## src/rtl/dmem_pkg.sv

```systemverilog
// Shared types and constants for the data-memory responder and its storage array.
package dmem_pkg;

  typedef enum logic [1:0] {
    IDLE = 2'd0,
    WAIT = 2'd1,
    RESP = 2'd2
  } state_t;

  // Wide enough for the full legal WAIT_CYCLES range (0..15).
  localparam int unsigned CNT_W = 4;

  // Word-index width; clamped to 1 so a single-word array still has an index bit.
  function automatic int unsigned idx_w(input int unsigned depth_words);
    return (depth_words > 1) ? $clog2(depth_words) : 1;
  endfunction

endpackage

```

## src/rtl/dmem_array.sv

```systemverilog
// Single-port word storage: synchronous write, registered read, no reset on contents.
module dmem_array
  import dmem_pkg::*;
#(
  parameter int unsigned DATA_W      = 32,
  parameter int unsigned DEPTH_WORDS = 128
) (
  input  logic                           clk_i,
  input  logic                           we_i,
  input  logic                           re_i,
  input  logic [idx_w(DEPTH_WORDS)-1:0]  idx_i,
  input  logic [DATA_W-1:0]              wdata_i,
  output logic [DATA_W-1:0]              rdata_o
);

  logic [DATA_W-1:0] mem [DEPTH_WORDS];

  always_ff @(posedge clk_i) begin
    if (we_i) begin
      mem[idx_i] <= wdata_i;
    end
    if (re_i) begin
      rdata_o <= mem[idx_i];
    end
  end

endmodule

```

## src/rtl/dmem_responder.sv

```systemverilog
// Data-memory responder: one command at a time, WAIT_CYCLES wait states, then a
// response held until the requester consumes it.
module dmem_responder
  import dmem_pkg::*;
#(
  parameter int unsigned ADDR_W      = 32,
  parameter int unsigned DATA_W      = 32,
  parameter int unsigned DEPTH_WORDS = 128,
  parameter int unsigned WAIT_CYCLES = 2
) (
  input  logic              clk_i,
  input  logic              rst_i,
  input  logic              req_valid_i,
  output logic              req_ready_o,
  input  logic              req_write_i,
  input  logic [ADDR_W-1:0] req_addr_i,
  input  logic [DATA_W-1:0] req_wdata_i,
  output logic              rsp_valid_o,
  input  logic              rsp_ready_i,
  output logic [DATA_W-1:0] rsp_rdata_o,
  output logic              rsp_err_o
);

  localparam int unsigned IDX_W = idx_w(DEPTH_WORDS);

  state_t            state, state_nx;
  logic [CNT_W-1:0]  cnt;
  logic              ready_q;
  logic              err_q;
  logic              load_q;
  logic              write_q;
  logic [ADDR_W-1:0] addr_q;
  logic [DATA_W-1:0] wdata_q;

  logic              accept;
  logic              access;
  logic              addr_bad;
  logic [ADDR_W-1:0] word_addr;
  logic              mem_we;
  logic              mem_re;
  logic [DATA_W-1:0] mem_rdata;

  assign accept    = (state == IDLE) && ready_q && req_valid_i;
  assign access    = (state == WAIT) && (cnt == '0);
  assign word_addr = addr_q >> 2;
  assign addr_bad  = (addr_q[1:0] != 2'b00) || (word_addr >= ADDR_W'(DEPTH_WORDS));

  // State register
  always_ff @(posedge clk_i) begin
    if (rst_i) begin
      state <= IDLE;
    end else begin
      state <= state_nx;
    end
  end

  // Next-state logic; WAIT_CYCLES=0 still passes through WAIT for exactly one edge.
  always_comb begin
    state_nx = state;
    unique case (state)
      IDLE:    if (accept) state_nx = WAIT;
      WAIT:    if (cnt == '0) state_nx = RESP;
      RESP:    if (rsp_ready_i) state_nx = IDLE;
      default: state_nx = IDLE;
    endcase
  end

  // Control and response registers
  always_ff @(posedge clk_i) begin
    if (rst_i) begin
      cnt     <= '0;
      ready_q <= 1'b0;
      err_q   <= 1'b0;
      load_q  <= 1'b0;
    end else begin
      ready_q <= (state_nx == IDLE);
      if (accept) begin
        cnt <= CNT_W'(WAIT_CYCLES);
      end else if ((state == WAIT) && (cnt != '0)) begin
        cnt <= cnt - 1'b1;
      end
      if (access) begin
        err_q  <= addr_bad;
        load_q <= !write_q && !addr_bad;
      end else if ((state == RESP) && rsp_ready_i) begin
        err_q  <= 1'b0;
        load_q <= 1'b0;
      end
    end
  end

  // Command capture; contents only matter once a command has been accepted.
  always_ff @(posedge clk_i) begin
    if (accept) begin
      write_q <= req_write_i;
      addr_q  <= req_addr_i;
      wdata_q <= req_wdata_i;
    end
  end

  // Output decode. Read data sits in the array's output register, which only
  // updates on the access edge, so it stays stable for the whole RESP phase.
  always_comb begin
    req_ready_o = ready_q;
    rsp_valid_o = (state == RESP);
    rsp_err_o   = err_q;
    rsp_rdata_o = load_q ? mem_rdata : '0;
    mem_we      = access && write_q && !addr_bad;
    mem_re      = access && !write_q && !addr_bad;
  end

  dmem_array #(
    .DATA_W      (DATA_W),
    .DEPTH_WORDS (DEPTH_WORDS)
  ) u_array (
    .clk_i   (clk_i),
    .we_i    (mem_we),
    .re_i    (mem_re),
    .idx_i   (addr_q[IDX_W+1:2]),
    .wdata_i (wdata_q),
    .rdata_o (mem_rdata)
  );

endmodule

```

## config.mk

```make
export PLATFORM = sky130hd
export DESIGN_NAME = dmem_responder
export DESIGN_NICKNAME = d
export VERILOG_FILES = /design/src/rtl/dmem_pkg.sv /design/src/rtl/dmem_array.sv /design/src/rtl/dmem_responder.sv
export SDC_FILE = /design/constraint.sdc
export NUM_CORES = 2
export LEC_CHECK = 0
export CORE_MARGIN = 2
export CORE_UTILIZATION = 50
export CTS_CLUSTER_DIAMETER = 150
export DETAILED_ROUTE_END_ITERATION = 8
export PLACE_DENSITY = 0.68
export SYNTH_ARGS = -nofsm -noshare
export SYNTH_HDL_FRONTEND = slang
export SYNTH_SLANG_ARGS = --single-unit
```

## constraint.sdc

```tcl
create_clock -name clk_i -period 4.1 [get_ports clk_i]
set_clock_uncertainty 0.15 [all_clocks]
set_input_delay 0.82 -clock clk_i [delete_from_list [all_inputs] [get_ports clk_i]]
set_output_delay 0.82 -clock clk_i [all_outputs]
set_load 0.05 [all_outputs]
```

==> results.json <==
{
  "vias": 95500,
  "place_area_um2": 174000,
  "cts_hold_buf": 0,
  "crit_top_cell": "buf_12",
  "dieArea_um2": 328000,
  "path_clk_slew_ps": 60,
  "drv_slew": 0,
  "muxShareOfSynthArea_pct": 7.42,
  "synth_compound_area_share_pct": 10.2,
  "clk_latency_ps": 990,
  "synth_xor_area_share_pct": 0.0162,
  "drcViolationCount": 2,
  "ys_warn_count": 0,
  "grt_first_pass_wirelength_mm": 696,
  "grt_max_degree": 129,
  "final.period_utilization_pct": 101,
  "r2r_cells": 9,
  "row_count": 208,
  "final_util_pct": 58.2,
  "postSynthAreaPerCell_um2": 18.1,
  "vias_per_cell": 6.79,
  "peakVddDrop_v": 0.000426,
  "drt_iter0_drc": 17100,
  "timing.fmax_mhz": 241,
  "synth-main-ff-cell": "edfxtp_1",
  "die_w_um": 573,
  "synth_edf_count": 4193,
  "fin_area_um2": 187000,
  "cp_slowest_cell": "nor4_1",
  "clockBufferDepth": 4,
  "synth_top_family_by_area": "compound AO/OA/AOI/OAI gates",
  "synthSimpleGateAreaFrac_pct": 2.61,
  "post-route-min-period_ps": 4160,
  "path_delay_family": "simple AND/OR/NAND/NOR gates",
  "nets": 9457,
  "port_buffers": 103,
  "fin_tns_setup_ps": -55.4,
  "violations": "DRC, capacitance limit, setup timing",
  "gp_congestion": 0.916,
  "synth_fp_nets": 8999,
  "gr-total-overflow": 0,
  "leakagePower_nw": 59.2,
  "cts_buffers": 414,
  "status": "finished with violations",
  "postCtsSetupRepairBufs": 0,
  "layout-area-overhead-vs-synth_pct": 15.6,
  "final_common_cell": "edfxtp_1",
  "rsz0062_at_grt": "no",
  "antenna_found_initial": 27,
  "ys_ff_latch": 4202,
  "hold_class": "input pin to register",
  "cp-start-kind": "register",
  "critPathArrivalTime_ps": 4680,
  "wl_per_cell_um": 35.4,
  "cp_slowest_stage_delay_ps": 680,
  "io_pins": 104,
  "worstSetupPathType": "register to register",
  "first_pass_iters": 9,
  "h-tree-depth": 5,
  "end_kind": "register",
  "ys_types": 73,
  "setup_viol": 1,
  "tritoncts": "built",
  "critical_path_depth": 9,
  "syn_area_um2": 162000,
  "dp_hpwl_mm": 282,
  "cts_sinks": 4202,
  "crit_chain": "buf_12 -> buf_12 -> and2_4 -> buf_12 -> a221o_1 -> a21oi_1 -> nor4_1 -> buf_4 -> o32ai_1",
  "grt_use_total_pct": 29.5,
  "die_y_um": 573,
  "worst_slew_pin_slew_ps": 1480,
  "timing.final.ws_setup_ps": -55.4,
  "grt_pass1_vias": 92000,
  "antenna_left": 0,
  "cap_violations": 1,
  "cp.required_ps": 4630,
  "synthAdderAreaFrac_pct": 0.00773,
  "async_flop_share_pct": 0,
  "final_cell_mix": "edfxtp_1, a221oi_1, mux2i_1",
  "root_buffer": "clkbuf_16",
  "relSlewSlack_pct": 1.07,
  "hold_path_depth": 1,
  "cellPowerDensity_nw_per_um2": 481,
  "drive_gt1_share_pct": 19.0,
  "crit_buf_inv": 4,
  "start_util_pct": 50.3,
  "dp_slack_ps": -116,
  "crit_path_max_fanout": 54,
  "synthCells": 8929,
  "core-area_um2": 322000,
  "ys_seq_area_share_pct": 77.9,
  "hold_viol": 0,
  "wirelength_mm": 498
}
## stage by stage
stage / total power, mW / std cells / hold slack [ps]
CTS: 90.1 / 14000 / 230
global route: 92.0 / 14100 / 271
global placement: 53.4 / 13300 / 331
detailed placement: 53.5 / 13300 / 335
floorplan: 50.9 / 8929 / 330
finish: 90.1 / 14100 / 281
## repair_timing
action / in CTS / in global routing
cloned: 0 / 1
setup endpoints to repair: 25 / 5
resized for setup: 9 / 6
## cell type report
type	instances	area [um2]
Tap cell	4305	5390
Fill cell	23300	134000
Timing Repair Buffer	723	8330
Multi-Input combinational cell	4036	34100
Clock inverter	256	2370
Clock buffer	503	10800
Inverter	10	57.6
Sequential cell	4202	126000
Antenna cell	31	77.6
## path summary, 6_finish.rpt
kind	startpoint	endpoint	slack, ps
worst max-delay path	addr_q[2]	u_array.rdata_o[25]	-60
worst max register to register	addr_q[2]	u_array.rdata_o[25]	-60
worst min-delay path	req_addr_i[5]	addr_q[5]	280
worst min register to register	rsp_err_o	rsp_err_o	350
## synth_stat cells (39+ instances only)
library cell | count | share of area, %
a211oi_1 | 139 | 0.64
a21oi_1 | 423 | 1.3
a221o_1 | 137 | 0.85
a221oi_1 | 503 | 2.7
a222oi_1 | 104 | 0.64
a22oi_1 | 158 | 0.73
a31oi_1 | 59 | 0.23
and2_1 | 41 | 0.16
buf_1 | 73 | 0.17
buf_2 | 185 | 0.57
clkbuf_1 | 390 | 0.90
edfxtp_1 | 4193 | 78
mux2_2 | 278 | 1.9
mux2i_1 | 456 | 2.8
mux4_2 | 179 | 2.5
nand2_1 | 357 | 0.83
nor2_1 | 255 | 0.59
nor3_1 | 68 | 0.21
o21ai_0 | 159 | 0.49
o221ai_1 | 39 | 0.21
o22ai_1 | 96 | 0.37
o2bb2ai_1 | 52 | 0.28
o311a_1 | 52 | 0.32
## routing by layer
metal / part of all wire, % / vias up / track usage [%]
met5: 0.021 / - / 0
met4: 5.9 / 16 / 15.5
met3: 13 / 1190 / 7.13
met2: 45 / 7068 / 44.7
met1: 36 / 49000 / 39.9
li1: - / 38300 / -
## kinds of logic (layout without fill, tap and decap cells)
group / Yosys count / after routing
simple gates: 900 / 901
other cells: 0 / 31
compound gates: 2193 / 2193
buf+inv: 692 / 1492
mux: 938 / 938
xor+xnor: 3 / 3
flops: 4202 / 4202
fa+ha+maj: 1 / 1
## state kept, by name (all words and copies together), names as in the netlist
signal,flops
load_q,1
u_array.mem,4096
u_array.rdata_o,32
addr_q,32
wdata_q,32
req_ready_o,1
state,2
rsp_err_o,1
cnt,4
write_q,1
## power breakdown
group	leakage, nW	switching (mW)	total [mW]	internal (mW)
logic	15.0	3.82	5.47	1.66
clock network	6.44	16.2	37.3	21.0
registers	37.8	0.0557	47.4	47.3
Power figures use the tool's default switching activity.
